**src/rtl/piso_pkg.sv**
```systemverilog
// Shared types and helpers for the parallel-in, serial-out shifter.
// The macro PISO_SHIFTER_PARITY_EN enables a trailing even-parity bit.
package piso_pkg;

  localparam int PISO_WIDTH = 8;

  typedef enum logic [1:0] {
    IDLE,
    SHIFT,
    PARITY
  } piso_state_e;

  // Even parity of a word; zero-extension does not change the result.
  function automatic logic parity_f(input logic [31:0] word);
    return ^word;
  endfunction

endpackage

```
**src/rtl/piso_bitcnt.sv**
```systemverilog
// Loadable down-counter tracking the remaining data bits of a frame.
// It saturates at zero and flags the last data bit.
module piso_bitcnt
  import piso_pkg::*;
#(
  parameter int WIDTH = PISO_WIDTH
) (
  input  logic clock,
  input  logic reset,
  input  logic load,
  input  logic dec,
  output logic zero
);

  localparam int CW = $clog2(WIDTH);
  localparam logic [CW-1:0] LOAD_VAL = CW'(WIDTH - 1);

  logic [CW-1:0] cnt;

  // Load on handshake, otherwise count down once per shifted bit.
  always_ff @(posedge clock or posedge reset) begin
    if (reset) begin
      cnt <= '0;
    end else if (load) begin
      cnt <= LOAD_VAL;
    end else if (dec && (cnt != '0)) begin
      cnt <= cnt - CW'(1);
    end
  end

  assign zero = (cnt == '0);

endmodule

```
**src/rtl/piso_shifter.sv**
```systemverilog
// Parallel-in, serial-out shifter emitting words MSB-first.
// Define PISO_SHIFTER_PARITY_EN to append an even-parity bit per frame.
module piso_shifter
  import piso_pkg::*;
#(
  parameter int WIDTH = PISO_WIDTH
) (
  input  logic             clock,
  input  logic             reset,
  input  logic             load_valid,
  input  logic [WIDTH-1:0] load_data,
  output logic             load_ready,
  output logic             ser_out,
  output logic             ser_valid,
  output logic             done
);

  piso_state_e      state;
  logic [WIDTH-1:0] shreg;
  logic             zero;
  logic             last;
  logic             take;
`ifdef PISO_SHIFTER_PARITY_EN
  logic             par;
`endif

  piso_bitcnt #(
    .WIDTH(WIDTH)
  ) u_bitcnt (
    .clock(clock),
    .reset(reset),
    .load (take),
    .dec  (state == SHIFT),
    .zero (zero)
  );

  assign last = (state == SHIFT) && zero;
  assign take = load_valid && load_ready;

  // Ready decode: idle, or the final cycle of the current frame.
  always_comb begin
    load_ready = 1'b0;
    if (!reset) begin
      unique case (state)
        IDLE:    load_ready = 1'b1;
`ifdef PISO_SHIFTER_PARITY_EN
        SHIFT:   load_ready = 1'b0;
        PARITY:  load_ready = 1'b1;
`else
        SHIFT:   load_ready = last;
        PARITY:  load_ready = 1'b0;
`endif
        default: load_ready = 1'b0;
      endcase
    end
  end

  // Frame FSM and shift register; a handshake always starts a new frame.
  always_ff @(posedge clock or posedge reset) begin
    if (reset) begin
      state <= IDLE;
      shreg <= '0;
`ifdef PISO_SHIFTER_PARITY_EN
      par   <= 1'b0;
`endif
    end else if (take) begin
      state <= SHIFT;
      shreg <= load_data;
`ifdef PISO_SHIFTER_PARITY_EN
      par   <= parity_f(32'(load_data));
`endif
    end else begin
      unique case (state)
        IDLE: begin
          state <= IDLE;
        end
        SHIFT: begin
          shreg <= {shreg[WIDTH-2:0], 1'b0};
          if (zero) begin
`ifdef PISO_SHIFTER_PARITY_EN
            state <= PARITY;
`else
            state <= IDLE;
`endif
          end
        end
        PARITY: begin
          state <= IDLE;
        end
        default: begin
          state <= IDLE;
        end
      endcase
    end
  end

  assign ser_valid = (state != IDLE);

  // Serial bit and end-of-frame decode from registered state.
  always_comb begin
    ser_out = 1'b0;
    done    = 1'b0;
    unique case (state)
      SHIFT: begin
        ser_out = shreg[WIDTH-1];
`ifndef PISO_SHIFTER_PARITY_EN
        done    = last;
`endif
      end
`ifdef PISO_SHIFTER_PARITY_EN
      PARITY: begin
        ser_out = par;
        done    = 1'b1;
      end
`endif
      default: begin
        ser_out = 1'b0;
        done    = 1'b0;
      end
    endcase
  end

endmodule
```
**config.mk**
```make
export PLATFORM = sky130hd
export DESIGN_NAME = piso_shifter
export DESIGN_NICKNAME = d
export VERILOG_FILES = /design/src/rtl/piso_pkg.sv /design/src/rtl/piso_bitcnt.sv /design/src/rtl/piso_shifter.sv
export SDC_FILE = /design/constraint.sdc
export NUM_CORES = 1
export LEC_CHECK = 0
export CORE_MARGIN = 2
export CORE_UTILIZATION = 43
export CTS_CLUSTER_SIZE = 40
export DETAILED_ROUTE_END_ITERATION = 6
export HOLD_SLACK_MARGIN = 0.08
export PLACE_DENSITY = 0.72
export SYNTH_ARGS = -nofsm -noshare
export SYNTH_HDL_FRONTEND = slang
export SYNTH_SLANG_ARGS = --single-unit
```
**constraint.sdc**
```tcl
create_clock -name clock -period 1.6 [get_ports clock]
set_input_delay 0.32 -clock clock [delete_from_list [all_inputs] [get_ports clock]]
set_output_delay 0.32 -clock clock [all_outputs]
set_load 0.02 [all_outputs]
```
; Word level (Yosys, flattened, before mapping)
; Cells that the tools add are included.
[word_totals]
ff_bits = 13
inputBits = 11
out_inout_bits = 4
[op_classes]
n_reduce_logical = 9
n_eq_ne = 2
n_addsub = 1
muxes = 11
[ops]
columns = op, count
row1 = 2-to-1 mux 8 bit, 2
row2 = 2-to-1 mux 2 bit, 3
row3 = 2-to-1 mux 3 bit, 2
row4 = nonzero test 2 bit, 3
row5 = logical AND 1 bit, 3
row6 = zero test 3 bit, 1
row7 = 2-to-1 mux 1 bit, 3
row8 = inequality test 3 bit (second input constant), 1
row9 = nonzero test 3 bit, 1
row10 = subtractor 3 x 1 -> 3 bit (second input constant), 1
row11 = equality test 2 x 1 -> 1 bit (second input constant), 1
row12 = zero test 2 bit, 1
row13 = one-hot mux 1 bit (2 select lines), 1

; Longest topological paths before layout
[depth]
word_depth = 6
depth_mapped = 7
depth_no_buf = 5

; Cells and area by module
; Synthesis repeated with hierarchy kept, for this count alone.
[hier_totals]
hier_cells = 55
area_unflattened_um2 = 643.1
[modules_own_cells]
columns = mod, seq_area_each_um2, cells_each, area_each_um2, n_inst
row1 = piso_shifter, 225.2, 36, 459.2, 1
row2 = piso_bitcnt, 75.1, 19, 183.9, 1

; Worst setup path before layout
; Ideal clock, no wire load.
[synth_timing]
path_type = flip-flop to flip-flop
start = reg u_bitcnt.cnt[0]
end = reg shreg[0]
required_ns = 1.475
stages_incl_launch_ff = 8
path_slack_ns = 0.091
t_arrival_ns = 1.384
cell_sequence = dfrtp_1 > inv_1 > ha_1 > nand2b_1 > buf_6 > a21oi_4 > buf_12 > mux2_4
[synth_between]
elab_chain_cells = 6
elab_cells_between_ends = 7
[synth_lines]
columns = element, line_no
row1 = from (decl), piso_bitcnt.sv:18  ; logic [CW-1:0] cnt;
row2 = from (signal assigned), piso_bitcnt.sv:27  ; cnt <= cnt - CW'(1);
row3 = zero test 3 bit (*), piso_bitcnt.sv:31  ; assign zero = (cnt == '0);
row4 = logical AND 1 bit (*), piso_shifter.sv:37  ; assign last = (state == SHIFT) && zero;
row5 = one-hot mux 1 bit (2 select lines) (*), piso_shifter.sv:44  ; unique case (state)
row6 = 2-to-1 mux 1 bit (*), piso_shifter.sv:43  ; if (!reset) begin
row7 = logical AND 1 bit (*), piso_shifter.sv:38  ; assign take = load_valid && load_ready;
row8 = 2-to-1 mux 8 bit or nonzero test 2 bit (tied branches), -
row9 = to (signal assigned), piso_shifter.sv:68  ; shreg <= load_data;
row10 = to (signal assigned), piso_shifter.sv:78  ; shreg <= {shreg[WIDTH-2:0], 1'b0};
row11 = to (decl), piso_shifter.sv:19  ; logic [WIDTH-1:0] shreg;
; Mark *: on every way between the ends. The rest lies on a longest branch, timed or not.
; A chain may end at the register's enable or synchronous reset.

; Worst setup path in the final report
[layout_timing]
start = reg u_bitcnt.cnt[0]
end = reg shreg[6]
; The elaborated chain is that of the path after synthesis.

==> Flow_metrics.wiki <==
{| class="wikitable"
! Metric !! Value
|-
| Arrival time reported for the critical path endpoint || roughly 1.8 ns
|-
| Proportion of power drawn by the clock network || a little over a tenth
|-
| Initial Util || a little under half
|-
| Number of warnings printed during yosys synthesis || 0
|-
| Weighted congestion at the end of routability-driven global placement || slightly below 0.7
|-
| Global routing usage summed across all routing layers || ~15%
|-
| Final worst clock skew || between 0.003 and 0.004 ns
|-
| Initial antenna violation count || 0
|-
| Worst Setup Start Kind || flop
|-
| Status || finished, violations left
|-
| Internal Pwr Total || ~1.1 mW
|-
| Count of boundary I/O pins || 15
|-
| Area enclosed by the die boundary || roughly 0.002 mm^2
|-
| Most frequent cells in the layout || buf_4 (13), dfrtp_1 (12), clkdlybuf4s50_1 (10)
|-
| Final Net Count || 98
|-
| Post-route DRC violation count || 0
|-
| Worst Slack Setup Final || -0.00916 ns
|-
| Number of endpoints failing setup at the final stage || 3
|-
| Met3 routed wirelength || about 19 um
|-
| Vias per cell || 4.80
|-
| Post-synthesis cell type count || 20
|-
| Number of I/O port buffers || 14
|-
| Core area || roughly 0.0015 mm^2
|-
| Number of buffers created by CTS || 3
|-
| Number of instances in the synthesized netlist || between 50 and 60
|-
| Post-synth design cell area || about 700 um^2
|-
| Class of the most critical setup path || flop to flop
|-
| Highest routed layer || met4
|-
| Maximum resistive drop on vdd || between 0.0008 and 0.0009 V
|-
| Fillers || roughly 120
|-
| Comb pwr share || 59.2%
|-
| Met2 layer wire length in the routed design || 708 um
|-
| Final Hold Violating Endpoints || 0
|-
| Reg-to-reg slack, setup || -0.009 ns
|-
| Part of the Yosys area used for sequential elements || between 40% and 50%
|-
| Ratio of cells with drive above 1 in the final layout || 50.6%
|-
| Power consumption || 1.65 mW
|-
| Number of cell instances on the worst register-to-register path || 7
|-
| Post-route antenna net violation count || 0
|-
| Via count of the first global-routing pass || between 400 and 500
|-
| Leakage power || around 0.49 nW
|-
| Max-Slew Margin vs Limit || a little over two thirds
|-
| Clock insertion delay at the later pin of the skew report || 0.26 ns
|-
| Max-cap viol count || 0
|-
| Height of the die || approximately 44 um
|-
| Critical path's slowest cell || dfrtp_1
|-
| Sum of net half-perimeters after detailed placement || approximately 850 um
|-
| Global route total overflow || 0
|-
| Average wire per standard cell || 13.8 um
|-
| P_sw || 538 uW
|-
| Net switching fraction of the power || 32.7%
|-
| Violated checks || setup timing
|-
| Hold crit path type || input pin to async pin
|-
| Slew @ Worst Pin || between 0.4 and 0.5 ns
|-
| Commonest non-fill, non-tap cell in the layout || buf_4
|-
| Number of vias after detailed routing || roughly 480
|-
| Worst r2r dst || shreg[6]$_DFFE_PP0P_
|-
| Cell at the root of the clock tree || clkbuf_4
|-
| Part of the total power dissipated in sequential elements || 30.0%
|-
| Crit path time final || around 1.6 ns
|-
| Fmax || 621 MHz
|-
| Ordered list of cells on the worst path || inv_2 -> ha_4 -> nand2b_4 -> buf_6 -> a21oi_4 -> buf_6 -> mux2_4
|-
| Number of standard-cell rows in the floorplan || 14
|-
| Nature of the critical path endpoint || flop
|-
| Maximum fanout along the worst path || 5
|-
| Layout Area Growth over Synthesis || 41.0%
|-
| Post-Syn Area per Cell || ~13 um^2
|-
| Post-synthesis register bit count || 12
|-
| Data required time of the worst path || approximately 1.7 ns
|-
| DRT iter0 DRCs || 3
|-
| Clock Pin Slew Worst Setup and Hold Paths || roughly 0.070 ns
|-
| Maximum count of clock buffers along a single path || 2
|-
| Horiz. Die Dim || roughly 44 um
|-
| Power Density || roughly 1700 mW/mm^2
|-
| Maximum number of pins on one net before global-route repair || 13
|-
| First-pass iteration count of the detailed router || 4
|-
| # diodes || 0
|-
| Post-synth net total || 68
|-
| Setup repair after global routing missed its margin || true
|-
| Period utilization || 101%
|-
| Source of the worst register-to-register timing path || u_bitcnt.cnt[0]$_DFFE_PP0P_
|-
| DRT met1 WL || about 620 um
|-
| Fin. max-slew vios || 0
|-
| Clock tree from TritonCTS || built
|-
| Highest cell delay on the worst timing path || between 0.4 and 0.5 ns
|-
| Wire length of the first global-routing pass || 2040 um
|-
| Aggregate routed wire length || about 1400 um
|-
| Crit path top cell by count || buf_6
|-
| Total negative slack for setup checks || -0.0118 ns
|-
| Number of clock sinks seen by CTS || 12
|-
| Number of hold-repair buffers added at the cts stage || 0
|-
| Number of H-tree branching levels || 1
|}
==> flip-flops by register name, indices dropped and copies added (netlist names) <==
name,count
shreg,8
u_bitcnt.cnt,3
state,1
==> cells in the mapped netlist <==
master     n  area (um^2)
buf_6      2         22.5
a21oi_1    3         15.0
a311o_1    1         10.0
a21oi_4    1         16.3
dfrtp_1   12          300
mux2_4     7          105
nor2_1     1         3.75
and3_2     1         7.51
a211o_2    1         10.0
inv_1      5         18.8
nor2b_1    1         6.26
nor3_1     1         5.00
buf_2      1         5.00
buf_12     1         20.0
mux2_2     8         90.1
ha_1       2         25.0
nand2_1    3         11.3
o21bai_1   1         7.51
nand2b_1   2         12.5
and2_1     1         6.26
==> cells by family after synthesis <==
| kind of cell | Yosys count | share of synthesized area [%] |
|---|---|---|
| simple gates | 10 | 7.53 |
| fa+ha+maj | 2 | 3.58 |
| mux | 15 | 28.0 |
| buf+inv | 9 | 9.50 |
| flops | 12 | 43.0 |
| compound gates | 7 | 8.42 |
==> per-stage QoR <==
step	utilization [%]	hold WS, ns	instances	setup WS [ns]	area (um^2)
final	65.4	0.451	99	-0.00916	985
after global placement	57.3	0.548	88	-0.212	863
after CTS	63.0	0.421	96	0.00425	948
after global routing	65.4	0.498	99	-0.0845	985
after floorplan	-	0.185	55	0.0911	698
after detailed placement	57.3	0.561	88	-0.220	863
==> area by class of cell <==
type | count | area (um^2) | area share, %
Sequential cell | 12 | 300 | 30.5
Inverter | 5 | 18.8 | 1.91
Timing Repair Buffer | 29 | 264 | 26.8
Tap cell | 16 | 20.0 | 2.03
Clock buffer | 3 | 22.5 | 2.29
Multi-Input combinational cell | 34 | 359 | 36.5
==> worst max-delay path: cells and delay by family, from the launching register on <==
family / cells / cell delay [ns]
AND/OR/NAND/NOR: 1 / 0.07
multiplexers: 1 / 0.30
AO/OA/AOI/OAI: 1 / 0.19
adder cells (fa/ha/maj): 1 / 0.15
flip-flops: 1 / 0.41
buffers and inverters: 3 / 0.38
==> repair_timing <==
item | 4_1_cts | 5_1_grt
gates resized for setup | 18 | 4
pin swaps | 2 | 2
endpoints found under the setup margin | 14 | 12
setup buffers | 5 | 3
==> power by group through the flow <==
stage | combinational, mW | clock (mW) | sequential [mW]
global placement | 0.774 | 0 | 0.495
detailed placement | 0.795 | 0 | 0.500
finish | 0.976 | 0.179 | 0.494
floorplan | 0.586 | 0 | 0.488
global route | 1.05 | 0.208 | 0.510
CTS | 0.898 | 0.188 | 0.489
==> how the worst max path moves through the flow <==
stage	start	endpoint	slack (ns)	cells after the start
floorplan	u_bitcnt.cnt[0]$_DFFE_PP0P_	shreg[0]$_DFFE_PP0P_	0.09	7
global placement	reset	shreg[7]$_DFFE_PP0P_	-0.21	4
detailed placement	reset	shreg[7]$_DFFE_PP0P_	-0.22	4
CTS	u_bitcnt.cnt[0]$_DFFE_PP0P_	load_ready	0.004	5
global route	u_bitcnt.cnt[0]$_DFFE_PP0P_	shreg[6]$_DFFE_PP0P_	-0.08	7
finish	u_bitcnt.cnt[0]$_DFFE_PP0P_	shreg[6]$_DFFE_PP0P_	-0.009	7
==> per-layer routing <==
layer	global-route usage, %	vias up
met1	18.1	222
met3	2.45	2
met4	7.27	0
met2	24.4	7
met5	0	-
li1	-	244
Note: power is estimated with default switching activity, not from simulation.
==> RTL edit 1 (same flow settings) <==
Re-encode `piso_state_e` (3 states) as one-hot, 3 bits wide.
--- a/src/rtl/piso_pkg.sv
+++ b/src/rtl/piso_pkg.sv
@@ -6,6 +6,6 @@
 
-  typedef enum logic [1:0] {
-    IDLE,
-    SHIFT,
-    PARITY
+  typedef enum logic [2:0] {
+    IDLE   = 3'b001,
+    SHIFT  = 3'b010,
+    PARITY = 3'b100
   } piso_state_e;
Behaviour: no difference found for any inputs over 10 cycles, from zero or initial values and one cycle with reset high; not proved beyond that.
==> RTL edit 1 against the unedited design <==
  * Worst setup slack got worse by 0.23 ns
  * Largest power group unchanged
  * Count of clock-buffer cells in the layout rose by 1
  * Power fell by 23%
  * Sequential cell count rose by 1
  * Global-route usage rose by 6.1 points
  * Cell area rose by 25%
  * Wire length rose by 27%
  * Die area rose by 6.7%
  * The run still ends with setup timing left
  * Sequential power barely moved
  * Synthesized area rose by 7.3%
==> RTL edit 1: results (changes against the unedited design) <==
Power
The combinational share of power came to 44.7% (-15 points). The final total power is 0.00127 W (-23%). The leakage power total is 0.577 nW (+18%). The clock network fraction of design power is 16.2% (+5.3 points).

STA
The total setup violations reported at the end of the flow was 17 (+14). The smallest setup slack after layout is -0.242 ns (-0.233 ns). The maximum clock skew at final layout is 0.00233 ns (-0.00146 ns). The total negative setup slack was -2.75 ns (-2.74 ns).

Outcome
The run finished, with violations left. The final reports fail on setup timing.

Place
The detailed-placement wirelength estimate was 1.26 mm (+48%). The minimum setup slack after placement was -0.387 ns (-0.167 ns). The total cell area at the placement stage is 1110 um^2 (+29%).

Yosys
The average footprint of a synthesized cell is 12.1 um^2 (-4.8%). The post-synthesis mux area share was 23.7% (-4.3 points). The sequential share of the synthesized area is 43.6% (+0.56 points).

Yosys attributes the largest share of cell area to sky130_fd_sc_hd__dfrtp_1 (40%), sky130_fd_sc_hd__mux2_2 (21%), sky130_fd_sc_hd__ha_1 (6.7%), sky130_fd_sc_hd__inv_1 (4.0%), sky130_fd_sc_hd__dfstp_2 (3.5%). The number of distinct library cell variants in the gate-level netlist after synthesis is 24 (+20%). The commonest cells after synthesis are sky130_fd_sc_hd__mux2_2 (14), sky130_fd_sc_hd__dfrtp_1 (12), sky130_fd_sc_hd__inv_1 (8).

Routing
The vias per cell came to 5.23 (+9.1%). The initial detailed-routing violation count is 12 (+9). The wire length per cell after detailed routing came to 14.5 um (+4.7%).

Layout
The fraction of layout cells with a size suffix above 1 came to 58.3% (+7.7 points). The count of filler cells inserted in the layout came to 131 (+7.4%).

GRT
The total track usage is 20.7% (+6.1 points).

Worst setup path
The maximum cell stage delay along the critical path is 0.55 ns (+0.14 ns).
-- RTL edit 1: cell count changes in the layout (fill, tap and decap cells not counted), sizes merged, moves of 2 or more --
cell	delta
buf	+11
a21oi	-4
inv	+3
ha	+2
mux2i	+2
o31ai	+2
-- RTL edit 1: worst paths after layout --
kind | depth (start not counted) | slack, ns | start | to
hold reg to reg | 2 | 0.57 | shreg[0]$_DFFE_PP0P_ | shreg[0]$_DFFE_PP0P_
max in group asynchronous | 4 | 0.83 | reset | state[0]$_DFFE_PP1P_
setup / recovery | 6 | -0.24 | state[0]$_DFFE_PP1P_ | load_ready
min in group clock | 2 | 0.57 | shreg[0]$_DFFE_PP0P_ | shreg[0]$_DFFE_PP0P_
hold / removal | 4 | 0.54 | reset | u_bitcnt.cnt[2]$_DFFE_PP0P_
setup reg to reg | 7 | -0.21 | state[0]$_DFFE_PP1P_ | shreg[1]$_DFFE_PP0P_
-- RTL edit 1: routing by layer --
layer | part of all wire, % | track usage, % | wire, um | up-vias
met2 | 48 | 34.4 | 841 | 13
met1 | 48 | 27.9 | 840 | 311
met4 | 0.81 | 5.14 | 14 | 0
li1 | - | - | - | 302
met5 | 0 | 0 | 0 | -
met3 | 2.4 | 3.57 | 41 | 2
-- RTL edit 1: timing repair --
action,4_1_cts,5_1_grt
cloned,0,0
resized for setup,38,3
setup endpoints to repair,16,17
buffers inserted,4,3
pin swaps,5,1
-- RTL edit 1: cells by family after synthesis --
logic type      count (synthesis)
mux                            16
flops                          13
simple gates                   11
compound gates                  9
buf+inv                         9
fa+ha+maj                       4
-- RTL edit 1: layout make-up --
type                            instances  share of cell area [%]
Clock buffer                            4                    2.14
Sequential cell                        13                    26.6
Multi-Input combinational cell         40                    38.3
Inverter                                8                    2.45
Tap cell                               17                    1.73
Timing Repair Buffer                   38                    28.8
==> RTL edit 2 (same settings) <==
Made on the original files. `PISO_WIDTH`: 8 -> 16.
--- a/src/rtl/piso_pkg.sv
+++ b/src/rtl/piso_pkg.sv
@@ -4,3 +4,3 @@
 
-  localparam int PISO_WIDTH = 8;
+  localparam int PISO_WIDTH = 16;
 
Interface: changed (resized load_data); port bits go from 15 to 23. No check against the original RTL was run, so the function may have changed too.
==> RTL edit 2 against the unedited design <==
  * The flow still finishes with violations (setup timing)
  * Critical path depth decreased by 2
  * Largest power group unchanged
  * Cell area increased by 68%
  * Synthesized area rose by 48%
  * Worst setup slack worse by 0.31 ns
  * Register-to-register slack got worse by 0.18 ns
  * Wire length grew 110%
  * First-iteration DRC count rose to 3.7 times the old value
  * Sequential cell count grew 9
  * Combinational power grew 84%
  * Count of clock-buffer cells in the layout is the same
  * Power grew 83%
==> RTL edit 2: results (changes against the unedited design) <==
GRT
The total track usage is 19.8% (+5.2 points). The via count of the first global-routing pass is 886 (+87%). The largest net degree at the start of global routing is 22 (+9). The global-route wire length before repair came to 4.00 mm (+96%).

The global-route track usage on met3 is 5.37% (+2.9 points). The global routing usage on met2 was 35.4% (+11 points). The global routing met1 resource utilization is 23.5% (+5.3 points).

Worst setup path
The library cell contributing the largest single delay on the critical path is sky130_fd_sc_hd__or3b_4. The family with the most delay on the worst path is simple AND/OR/NAND/NOR gates. The destination of the worst register-to-register timing path is shreg[7]$_DFFE_PP0P_. The critical-path maximum fanout was 4 (-1).

The arrival time of data at the critical path endpoint is 1.60 ns (-0.15 ns). In this run the worst setup path terminates at load_ready.

Layout
The fraction of layout cells with a size suffix above 1 came to 38.9% (-12 points). The count of placed standard cells in the final layout, fillers left out was 159 (+61%). The largest registers in the layout are shreg x16, u_bitcnt.cnt x4, state x1.

Outcome
The run finished, with violations left. The checks that failed: setup timing.

Routing
The initial detailed-routing violation count is 11 (+8). The met1 routed wirelength after detailed routing is 1.21 mm (+94%). The routed wire length on met3 was 123 um (+550%). The vias per cell is 5.49 (+14%). The amount of wire on met2 after detailed routing is 1.47 mm (+110%). The detailed-route wire length was 2.81 mm (+110%).

Power
The combinational share of power is 59.4% (+0.2 points). The maximum vdd ir drop is 1.18 mV (+44%). The final total power came to 0.00302 W (+83%). The flip-flop and latch power was 0.000975 W (+97%). The switching power share of the total was 34.6% (+1.9 points). The leakage power total is 0.659 nW (+35%).

Yosys
After synthesis, the cell types taking the most area are sky130_fd_sc_hd__dfrtp_1 (51%), sky130_fd_sc_hd__o221a_2 (16%), sky130_fd_sc_hd__or3_1 (9.1%), sky130_fd_sc_hd__inv_1 (1.8%), sky130_fd_sc_hd__o21ai_4 (1.6%). By count the netlist is led by sky130_fd_sc_hd__dfrtp_1 (21), sky130_fd_sc_hd__o221a_2 (15), sky130_fd_sc_hd__or3_1 (15). The average footprint of a synthesized cell is 11.5 um^2 (-9.3%). The number of distinct library cell variants in the gate-level netlist after synthesis is 27 (+35%). The synthesized netlist net count is 110 (+62%).

STA
The smallest setup slack after layout came to -0.323 ns (-0.314 ns). The total negative setup slack is -3.21 ns (-3.20 ns). The total setup violations reported at the end of the flow is 17 (+14). The slew at the pin closest to its max-slew limit is 0.356 ns (-0.103 ns). The worst hold margin is 0.567 ns (+0.117 ns). The maximum clock skew at final layout is 0.00600 ns (+0.00221 ns).

Place
The total of buffers placed on input and output ports came to 22 (+8). The final estimated routing congestion in global placement was 0.834 (+21%). The cell count after placement is 149 (+69%). The total cell area at the placement stage came to 1410 um^2 (+63%).

The minimum setup slack after placement was -0.488 ns (-0.268 ns).

Worst hold path
The class of the worst hold path is reg2reg.

Clocking
The clock edge transition at the registers on the reported setup and hold paths is 0.11 ns (+0.04 ns). The number of setup buffers added after CTS is 4 (-1).
[RTL edit 2: changes by cell type in the layout (fill, tap and decap cells not counted), sizes merged, moves of 2 or more]
cell           before  now
a211oi              0    2
a21oi               4    2
o221a               0   15
buf                17   22
clkdlybuf4s50      10   18
o21ai               0    4
dfrtp              12   21
or3                 0   15
mux2               15    0
[RTL edit 2: cells by family (layout without fill, tap and decap cells)]
kind of cell	after synthesis	in the layout	share of synthesized area, %
AND/OR/NAND/NOR	29	29	17.3
AO/OA/AOI/OAI	26	26	24.2
flip-flops	21	21	50.7
buffers and inverters	11	52	4.83
adder cells (fa/ha/maj)	1	1	1.21
XOR/XNOR	1	1	0.846
multiplexers	1	1	0.966
[RTL edit 2: area by class of cell]
| cell class | instances | area, um^2 |
|---|---|---|
| multi-input combinational | 58 | 618 |
| fill | 154 | 604 |
| sequential | 21 | 527 |
| timing repair buffer | 43 | 424 |
| tap | 28 | 35.0 |
| clock buffer | 3 | 22.5 |
| inverter | 5 | 18.8 |
| clock inverter | 1 | 5.00 |
